File: config.mk
export PLATFORM = sky130hd
export DESIGN_NAME = axis_sweep_step
export DESIGN_NICKNAME = d
export VERILOG_FILES = /design/src/rtl/axis_sweep_pkg.sv /design/src/rtl/axis_sweep_dwell_cnt.sv /design/src/rtl/axis_sweep_step.sv
export SDC_FILE = /design/constraint.sdc
export NUM_CORES = 1
export LEC_CHECK = 0
export BUFFER_PORTS_ARGS = -buffer_cell sky130_fd_sc_hd__buf_2
export CORE_MARGIN = 4
export CORE_UTILIZATION = 53
export DETAILED_ROUTE_END_ITERATION = 10
export PLACE_DENSITY = 0.77
export SYNTH_ARGS = -nofsm -noshare
export SYNTH_HDL_FRONTEND = slang
export SYNTH_SLANG_ARGS = --single-unit
File: constraint.sdc
create_clock -name aclk -period 4.5 [get_ports aclk]
set_input_delay 0.225 -clock aclk [delete_from_list [all_inputs] [get_ports aclk]]
set_output_delay 0.225 -clock aclk [all_outputs]
set_load 0.02 [all_outputs]
File: src/rtl/axis_sweep_pkg.sv
// Shared state encoding and default widths for the AXI-Stream sweep step generator.
package axis_sweep_pkg;

    localparam int ACC_WIDTH_DEF   = 32;
    localparam int DWELL_WIDTH_DEF = 16;

    typedef enum logic [1:0] {
        S_IDLE  = 2'd0,
        S_SWEEP = 2'd1,
        S_DONE  = 2'd2
    } sweep_state_e;

endpackage

File: src/rtl/axis_sweep_dwell_cnt.sv
// Dwell beat counter: flags the accepted beat that completes the programmed dwell at one step value.
module axis_sweep_dwell_cnt
    import axis_sweep_pkg::*;
#(
    parameter int DWELL_WIDTH = DWELL_WIDTH_DEF
) (
    input  logic                   aclk,
    input  logic                   arst,
    input  logic                   clear,
    input  logic                   beat,
    input  logic [DWELL_WIDTH-1:0] dwell,
    output logic                   expired
);

    logic [DWELL_WIDTH-1:0] cnt_q;
    logic [DWELL_WIDTH-1:0] cnt_d;
    logic [DWELL_WIDTH-1:0] last_s;

    // A programmed dwell of zero behaves exactly like a dwell of one.
    assign last_s  = (dwell == '0) ? '0 : (dwell - DWELL_WIDTH'(1));
    assign expired = beat & ~clear & (cnt_q == last_s);

    // Next count: restart on clear or on the completing beat, advance on every other beat.
    always_comb begin
        cnt_d = cnt_q;
        if (clear) begin
            cnt_d = '0;
        end else if (expired) begin
            cnt_d = '0;
        end else if (beat) begin
            cnt_d = cnt_q + DWELL_WIDTH'(1);
        end else begin
            cnt_d = cnt_q;
        end
    end

    // Count register.
    always_ff @(posedge aclk) begin
        if (arst) begin
            cnt_q <= '0;
        end else begin
            cnt_q <= cnt_d;
        end
    end

endmodule

File: src/rtl/axis_sweep_step.sv
// AXI-Stream sweep step generator: walks an NCO phase-step word from start to stop in delta steps.
// Build option SWEEP_PINGPONG_EN turns the single-shot sawtooth into a continuous up/down triangle.
module axis_sweep_step
    import axis_sweep_pkg::*;
#(
    parameter int ACC_WIDTH   = ACC_WIDTH_DEF,
    parameter int DWELL_WIDTH = DWELL_WIDTH_DEF
) (
    input  logic                   aclk,
    input  logic                   arst,
    input  logic [ACC_WIDTH-1:0]   cfg_start,
    input  logic [ACC_WIDTH-1:0]   cfg_stop,
    input  logic [ACC_WIDTH-1:0]   cfg_delta,
    input  logic [DWELL_WIDTH-1:0] cfg_dwell,
    input  logic                   cfg_tvalid,
    output logic                   cfg_tready,
    input  logic                   start,
    input  logic                   abort,
    output logic [ACC_WIDTH-1:0]   m_axis_data_tdata,
    output logic                   m_axis_data_tvalid,
    input  logic                   m_axis_data_tready,
    output logic                   busy,
    output logic                   done
);

    sweep_state_e           state_q;
    logic [ACC_WIDTH-1:0]   tdata_q;
    logic                   tvalid_q;
    logic                   busy_q;
    logic                   done_q;
    logic                   degen_q;
    logic [ACC_WIDTH-1:0]   start_q;
    logic [ACC_WIDTH-1:0]   stop_q;
    logic [ACC_WIDTH-1:0]   delta_q;
    logic [DWELL_WIDTH-1:0] dwell_q;
    logic                   cfg_seen_q;

    logic                   cfg_hs_s;
    logic                   launch_s;
    logic                   beat_s;
    logic                   clear_s;
    logic                   expired_s;
    logic                   degen_s;
    logic [ACC_WIDTH-1:0]   eff_start_s;
    logic [ACC_WIDTH-1:0]   eff_stop_s;
    logic [ACC_WIDTH-1:0]   eff_delta_s;
    logic [ACC_WIDTH:0]     sum_s;
    logic [ACC_WIDTH-1:0]   up_val_s;

    // Config is only writable outside a sweep, and never while reset is held.
    assign cfg_tready = ~arst & (state_q != S_SWEEP);
    assign cfg_hs_s   = cfg_tvalid & cfg_tready;

    // A launch coinciding with a config handshake uses the incoming config.
    assign eff_start_s = cfg_hs_s ? cfg_start : start_q;
    assign eff_stop_s  = cfg_hs_s ? cfg_stop  : stop_q;
    assign eff_delta_s = cfg_hs_s ? cfg_delta : delta_q;
    assign degen_s     = (eff_delta_s == '0) | (eff_start_s >= eff_stop_s);

    assign launch_s = start & ~abort & (state_q != S_SWEEP) & (cfg_hs_s | cfg_seen_q);
    assign beat_s   = (state_q == S_SWEEP) & tvalid_q & m_axis_data_tready;
    assign clear_s  = abort | (state_q != S_SWEEP);

    // Upward step computed one bit wider so a carry out also clamps to stop.
    assign sum_s    = {1'b0, tdata_q} + {1'b0, delta_q};
    assign up_val_s = (sum_s[ACC_WIDTH] | (sum_s[ACC_WIDTH-1:0] > stop_q)) ? stop_q
                                                                            : sum_s[ACC_WIDTH-1:0];

`ifdef SWEEP_PINGPONG_EN
    logic                 dir_up_q;
    logic [ACC_WIDTH:0]   diff_s;
    logic [ACC_WIDTH-1:0] dn_val_s;

    // Downward step clamps at start on either a borrow or an undershoot.
    assign diff_s   = {1'b0, tdata_q} - {1'b0, delta_q};
    assign dn_val_s = (diff_s[ACC_WIDTH] | (diff_s[ACC_WIDTH-1:0] < start_q)) ? start_q
                                                                               : diff_s[ACC_WIDTH-1:0];
`endif

    axis_sweep_dwell_cnt #(
        .DWELL_WIDTH(DWELL_WIDTH)
    ) u_dwell_cnt (
        .aclk   (aclk),
        .arst   (arst),
        .clear  (clear_s),
        .beat   (beat_s),
        .dwell  (dwell_q),
        .expired(expired_s)
    );

    // Sweep FSM with config capture and registered stream/status outputs.
    always_ff @(posedge aclk) begin
        if (arst) begin
            state_q    <= S_IDLE;
            tdata_q    <= '0;
            tvalid_q   <= 1'b0;
            busy_q     <= 1'b0;
            done_q     <= 1'b0;
            degen_q    <= 1'b0;
            start_q    <= '0;
            stop_q     <= '0;
            delta_q    <= '0;
            dwell_q    <= '0;
            cfg_seen_q <= 1'b0;
`ifdef SWEEP_PINGPONG_EN
            dir_up_q   <= 1'b1;
`endif
        end else begin
            if (cfg_hs_s) begin
                start_q    <= cfg_start;
                stop_q     <= cfg_stop;
                delta_q    <= cfg_delta;
                dwell_q    <= cfg_dwell;
                cfg_seen_q <= 1'b1;
            end
            if (abort) begin
                state_q  <= S_IDLE;
                tdata_q  <= '0;
                tvalid_q <= 1'b0;
                busy_q   <= 1'b0;
                done_q   <= 1'b0;
            end else begin
                case (state_q)
                    S_IDLE, S_DONE: begin
                        if (launch_s) begin
                            state_q  <= S_SWEEP;
                            tdata_q  <= eff_start_s;
                            tvalid_q <= 1'b1;
                            busy_q   <= 1'b1;
                            done_q   <= 1'b0;
                            degen_q  <= degen_s;
`ifdef SWEEP_PINGPONG_EN
                            dir_up_q <= 1'b1;
`endif
                        end
                    end
                    S_SWEEP: begin
                        if (expired_s) begin
`ifdef SWEEP_PINGPONG_EN
                            // A degenerate range simply keeps presenting start.
                            if (!degen_q) begin
                                if (dir_up_q) begin
                                    if (tdata_q == stop_q) begin
                                        dir_up_q <= 1'b0;
                                        tdata_q  <= dn_val_s;
                                    end else begin
                                        tdata_q  <= up_val_s;
                                    end
                                end else begin
                                    if (tdata_q == start_q) begin
                                        dir_up_q <= 1'b1;
                                        tdata_q  <= up_val_s;
                                    end else begin
                                        tdata_q  <= dn_val_s;
                                    end
                                end
                            end
`else
                            if (degen_q || (tdata_q == stop_q)) begin
                                state_q <= S_DONE;
                                busy_q  <= 1'b0;
                                done_q  <= 1'b1;
                            end else begin
                                tdata_q <= up_val_s;
                            end
`endif
                        end
                    end
                    default: begin
                        state_q  <= S_IDLE;
                        tdata_q  <= '0;
                        tvalid_q <= 1'b0;
                        busy_q   <= 1'b0;
                        done_q   <= 1'b0;
                    end
                endcase
            end
        end
    end

    assign m_axis_data_tdata  = tdata_q;
    assign m_axis_data_tvalid = tvalid_q;
    assign busy               = busy_q;
    assign done               = done_q;

endmodule
==> results of run 1 <==
==> placed cells by master, fill, tap and decap left out, types with 12 or more instances in the layout <==
cell,netlist,routed
a21o_1,26,26
a21oi_2,0,13
dlygate4sd3_1,0,14
nand4_1,35,35
o21ai_1,5,14
nor3_1,26,23
a211oi_1,16,12
nand2_1,134,133
nand2b_1,24,24
clkbuf_16,0,17
nor2_1,137,135
mux2i_1,91,90
inv_1,81,81
buf_4,5,145
a21oi_1,123,110
o22a_1,20,20
nor4_1,32,31
buf_2,5,152
nand3_1,28,28
o21ai_0,79,67
ha_1,98,84
ha_4,0,13
xnor2_1,60,60
dfxtp_1,166,152
xor2_1,16,16
==> repair_timing <==
item                                    in CTS  in global routing
pin swaps                                   51                 49
hold endpoints to repair                    14                  0
gates cloned                                 3                  0
hold buffers                                14                  0
gates resized for setup                     52                 37
setup buffers                               13                 10
endpoints found under the setup margin      32                 32
==> flip-flops by register name, indices dropped and copies added, names as in the netlist, 2 cells and up <==
name,count
delta_q,32
m_axis_data_tdata,32
start_q,32
stop_q,32
dwell_q,16
u_dwell_cnt.cnt_q,16
state_q,2
==> routing by layer <==
metal	global-route usage	wire length (um)
met4	0.140	1900
met2	0.495	17600
met3	0.0610	3630
met1	0.410	15800
met5	0	0
==> cell type report <==
type	count	area share
tap	275	0.0236
antenna	1	0.000171
sequential	166	0.230
inverter	81	0.0208
clock inverter	15	0.0105
clock buffer	17	0.0292
timing repair buffer	323	0.149
multi-input combinational	1105	0.537
==> cell usage after synthesis, types with 26 or more instances <==
master	number
a21o_1	26
nor3_1	26
mux2i_1	91
nand4_1	35
ha_1	98
o21ai_0	79
nand2_1	134
inv_1	81
dfxtp_1	166
clkbuf_1	58
nor2_1	137
xnor2_1	60
nand3_1	28
a21oi_1	123
nor4_1	32
==> cells by family (layout without fill, tap and decap cells) <==
kind of cell	Yosys count	in the layout
and+or+nand+nor	479	479
AOI/OAI and AO/OA	359	359
DFF	166	166
buffers and inverters	158	436
adders and majority gates	99	99
muxes	91	91
xor gates and xnor gates	77	77
other	0	1
==> report_power, final <==
part           switching, mW  internal (mW)  total [mW]  leakage, nW
combinational          0.649          0.580        1.23         4.95
sequential            0.0717           1.53        1.60         1.36
clock                  0.727          0.742        1.47        0.280
==> worst reg2reg max path, delay by kind of cell, from the launching register on <==
| kind | cells | cell delay, ns |
|---|---|---|
| AOI/OAI and AO/OA | 8 | 1.73 |
| and+or+nand+nor | 6 | 1.12 |
| adders and majority gates | 3 | 0.79 |
| buffers and inverters | 4 | 0.49 |
| DFF | 1 | 0.34 |
| muxes | 1 | 0.11 |
==> worst max path at each step <==
stage / end / startpoint / slack (ns)
3_3_place_gp: m_axis_data_tdata[0] / m_axis_data_tdata[0] / -0.12
2_1_floorplan: m_axis_data_tdata[28] / m_axis_data_tdata[10] / 0.01
3_5_place_dp: m_axis_data_tdata[0] / m_axis_data_tdata[0] / -0.27
6_report: m_axis_data_tdata[21] / m_axis_data_tdata[0] / -0.20
4_1_cts: m_axis_data_tdata[12] / m_axis_data_tdata[1] / -0.07
5_1_grt: m_axis_data_tdata[28] / m_axis_data_tdata[0] / -0.42
==> per-stage QoR <==
| stage | cell area (um^2) | hold WS, ns | setup slack (ns) | power [mW] |
|---|---|---|---|---|
| after floorplan | 11500 | 0.333 | 0.00960 | 2.29 |
| after global placement | 13300 | 0.418 | -0.121 | 2.62 |
| after detailed placement | 13300 | 0.423 | -0.271 | 2.65 |
| after CTS | 14400 | 0.00528 | -0.0727 | 4.26 |
| after global routing | 14600 | 0.0233 | -0.425 | 4.46 |
| final | 14600 | 0.0130 | -0.200 | 4.30 |
==> metrics, run 1 <==
status finished with violations; failing checks negative setup slack; CTS Buf Count 17; Post-Syn Nets 1,646; first-pass detailed-route iteration total 5; clk_skew around 0.013 ns; Routed WL approximately 40 mm; worst path cell trace ha_4 > fa_2 > a211oi_2 > o21ai_1 > and3_4 > o21a_1 > o21ai_2 > mux2i_2 > or2_4 > ha_4 > nand4_1 > nor4_2 > nand3_1 > buf_4 > a221oi_2 > o311a_4 > buf_6 > buf_6 > buf_4 > nor2_1 > o21ai_1 > a21oi_2; CP Max Fanout 5; leakage 6.60 nW; Via Count ~12,000; final setup margin -0.200 ns; Clk pin slew, worst setup/hold paths ~0.07 ns; asr flop ratio synth 0; data arrival time of the worst path roughly 5.0 ns; H-tree depth 4; Worst EP required 4.80 ns; Syn-to-layout area delta 27.8%; Hold Crit Depth 3; CP peak stage delay approximately 0.35 ns; area occupied by multi-input gates slightly below 0.008 mm^2; # DRC 0; maximum clock rate about 210 MHz; final core area utilization 0.692; Worst-Skew Late Latency 0.45 ns; Post-synth EDFFs 0; Final Max Tran Viols 0; post-route insts no fill slightly below 2,000; relative slew slack 0.364; Vias/cell just over 6; crit path capture type flip-flop; Synth area leader dfxtp_1; Fillers about 1,700; first-pass GRT wire length between 50 and 60 mm; actual slew at the worst max-slew pin around 0.95 ns; startpoint type of the worst setup path flip-flop; Syn Area/Cell 7.99 um^2; Mapped Area about 0.011 mm^2; Initial Utilization 0.541; MaxCap Viol Count 0; worst-path cell with the longest stage delay fa_2; Reg2Reg Capture Point m_axis_data_tdata[21]; die area between 0.02 and 0.025 mm^2; synthesis-stage register bit count ~170; worst setup path category flip-flop to flip-flop; reg2reg setup slack -0.20 ns; largest net degree at the start of global routing 92; vias in the first global route 11,445; mux contribution to synthesized area 0.0798; post-synthesis xor/xnor area fraction 0.0603; Primary FF master, synth dfxtp_1; TritonCTS clock tree built; Inst Count DP 1,914; Seq. cell area approximately 0.0034 mm^2; WL/cell 19.6 um; Die Height between 150 and 200 um; final HPWL from detailed placement between 20 and 30 mm; CTS Sinks ~170; Root Driver clkbuf_16; Yosys top cell area share 0.291; r2r startpoint m_axis_data_tdata[0]; Tcrit/Tclk final 1.04; count of different cell masters after synthesis 75; Total GRT Usage 0.311; largest family of logic cells by synthesized area compound AO/OA/AOI/OAI gates; Yosys warnings 0; critical path buffer and inverter count 4; CP delay by family, top compound AO/OA/AOI/OAI gates; Hold Startpoint cfg_dwell[8]; row cnt 53; final antenna-violating net count 0; critical path depth 22; share of cells above drive strength 1 0.251; Adder-Cell Fraction of Synth Area 0.109; gp weighted congestion ~0.98; Synth Area in Compound Gates 0.203; Post-layout nets approximately 1,900; final hold vios 0; starting DRC count in detailed routing ~1,100; total gr overflow 0; Die W between 150 and 200 um; clk buf depth 2; Core Area around 0.021 mm^2; sequential fraction of the synthesis area 0.291; Worst Reg-to-Reg Cells 22; RSZ-0062 raised after global routing yes; IO Count 154; Pwr Density just under 300 mW/mm^2; setup TNS -4.12 ns; post-layout min period approximately 4.7 ns; post-synthesis simple-gate area fraction 0.202; Tightest Hold Check Type input port to flip-flop; number of setup violations in the final report 32; maximum VDD drop 0.225 mV; Port Buf Inserts 153; Mapped Cells ~1,400; synth top area cells dfxtp_1 29%, ha_1 11%, mux2i_1 8.0%, a21oi_1 5.4%, xnor2_1 4.6%; antenna violations before repair 0; Min-Delay Endpoint dwell_q[8]
No activity file was read; power rests on OpenSTA's default activity.
==> run 2: changes to the inputs <==
--- a/config.mk
+++ b/config.mk
@@ -10,6 +10,7 @@
 export CORE_UTILIZATION = 53
 export DETAILED_ROUTE_END_ITERATION = 10
 export PLACE_DENSITY = 0.77
+export SKIP_LAST_GASP = 1
 export SYNTH_ARGS = -nofsm -noshare
 export SYNTH_HDL_FRONTEND = slang
 export SYNTH_SLANG_ARGS = --single-unit
==> metrics, run 2 (same netlist as run 1, synthesis figures left out) <==
starting DRC count in detailed routing 1,100; gp weighted congestion around 0.98; setup TNS -4.26 ns; r2r startpoint m_axis_data_tdata[0]; number of setup violations in the final report 32; final hold vios 0; final setup margin -0.219 ns; Routed WL between 30 and 40 mm; Psw approximately 1.4 mW; IO Count around 150; Fillers 1,681; Worst Reg-to-Reg Cells 21; largest net degree at the start of global routing 92; final core area utilization 0.692; Clk pin slew, worst setup/hold paths roughly 0.07 ns; leakage approximately 6.6 nW; Tcrit/Tclk final 1.05; final HPWL from detailed placement approximately 29 mm; reg2reg setup slack -0.22 ns; row cnt 53; maximum VDD drop between 0.2 and 0.25 mV; crit path capture type flip-flop; Hold Crit Depth 3; status finished with violations; Worst-Skew Late Latency around 0.44 ns; first-pass detailed-route iteration total 5; CP Max Fanout 6; Initial Utilization 0.541; Inst Count DP 1,914; post-layout min period between 4 and 5 ns; Post-layout nets 1,911; CTS Buf Count 17; Port Buf Inserts around 150; Min-Delay Endpoint dwell_q[8]; Tightest Hold Check Type input port to flip-flop; WL/cell 19.7 um; share of cells above drive strength 1 0.252; Die Height ~150 um; # DRC 0; relative slew slack 0.358; startpoint type of the worst setup path flip-flop; Pwr Density between 200 and 300 mW/mm^2; clk_skew approximately 0.014 ns; MaxCap Viol Count 0; CTS Sinks around 170; Reg2Reg Capture Point m_axis_data_tdata[11]; data arrival time of the worst path about 5 ns; RSZ-0062 raised after global routing yes; H-tree depth 4; worst setup path start m_axis_data_tdata[0]; Root Driver clkbuf_16; vias in the first global route 11,448; Worst EP required roughly 4.8 ns; failing checks negative setup slack; sw frac 0.337; Hold Startpoint cfg_dwell[8]; worst setup path category flip-flop to flip-flop; Reg power frac 0.372; Vias/cell 6.07; die area ~0.024 mm^2; clock network power share 0.342; clk buf depth 2; final hold slack 0.0142 ns; Final Max Tran Viols 0; total gr overflow 0; TritonCTS clock tree built; Syn-to-layout area delta 27.9%; most frequent cells in the layout 152 x dfxtp_1, 152 x buf_2, 145 x buf_4, 135 x nor2_1, 133 x nand2_1; post-route insts no fill slightly below 2,000; Via Count ~12,000; Core Area 0.0211 mm^2; Comb pwr share 0.286; actual slew at the worst max-slew pin 0.962 ns; antenna violations before repair 0; final antenna-violating net count 0; first-pass GRT wire length approximately 60 mm; DP Worst Slack -0.271 ns; Die W around 150 um; Total GRT Usage 0.312; maximum clock rate 212 MHz; Int Pwr approximately 2.9 mW
## run 2: cell counts in the layout (fill, tap and decap cells not counted)
Identical to the previous run, type by type.
## run 2: worst max-delay path by stage
stage | endpoint | slack (ns) | cells past startpoint
after floorplan | m_axis_data_tdata[28] | 0.01 | 20
after global placement | m_axis_data_tdata[0] | -0.12 | 19
after detailed placement | m_axis_data_tdata[0] | -0.27 | 19
after CTS | m_axis_data_tdata[12] | -0.07 | 21
after global routing | m_axis_data_tdata[12] | -0.42 | 21
final | m_axis_data_tdata[11] | -0.22 | 21
## run 2: what timing repair did
action,in CTS,in global routing
setup endpoints to repair,32,32
pin swaps,48,51
resized for setup,52,39
hold buffers,14,0
gates cloned,3,0
buffers inserted,13,10
hold endpoints to repair,14,0
## run 2: metrics by stage
stage / total power [mW] / area [um^2]
after CTS: 4.26 / 14400
after global routing: 4.46 / 14600
after detailed placement: 2.65 / 13300
final: 4.30 / 14600
after global placement: 2.62 / 13300
after floorplan: 2.29 / 11500
## run 2: power groups by stage
stage | registers, mW | logic (mW) | clock network [mW]
after detailed placement | 1.63 | 1.02 | 0
after floorplan | 1.62 | 0.678 | 0
after global placement | 1.63 | 0.990 | 0
after global routing | 1.61 | 1.32 | 1.54
after CTS | 1.60 | 1.19 | 1.47
final | 1.60 | 1.23 | 1.47
## run 2: critical path, stage by stage, from the launching register on
cell and delay, ns:
dfxtp_2 0.34, ha_4 0.16, fa_2 0.35, a211oi_2 0.30, o21ai_1 0.12, and3_4 0.18, o21a_1 0.22, o21ai_2 0.21
mux2i_2 0.11, or2_4 0.27, ha_4 0.27, nand4_1 0.14, nor4_2 0.34, nand3_1 0.16, buf_4 0.16, a221oi_2 0.26
o311a_4 0.29, buf_6 0.13, buf_12 0.12, mux2i_1 0.24, o22a_1 0.18, a21oi_2 0.05
## run 2: layout make-up
cell class	count	area (um^2)	share of cell area
diodes	1	2.50	0.000171
clock buffers	17	425	0.0291
inverters	81	304	0.0208
clock inverters	15	153	0.0105
repair buffers	323	2170	0.149
multi-input cells	1105	7850	0.538
well taps	275	344	0.0236
flip-flops and latches	166	3350	0.230
## run 2: metal layers
layer,GRT usage,vias to the layer above,share of wire
met4,0.140,0,0.049
met2,0.495,627,0.45
met1,0.410,5634,0.41
met5,0,-,0
met3,0.0610,126,0.088
li1,-,5659,-
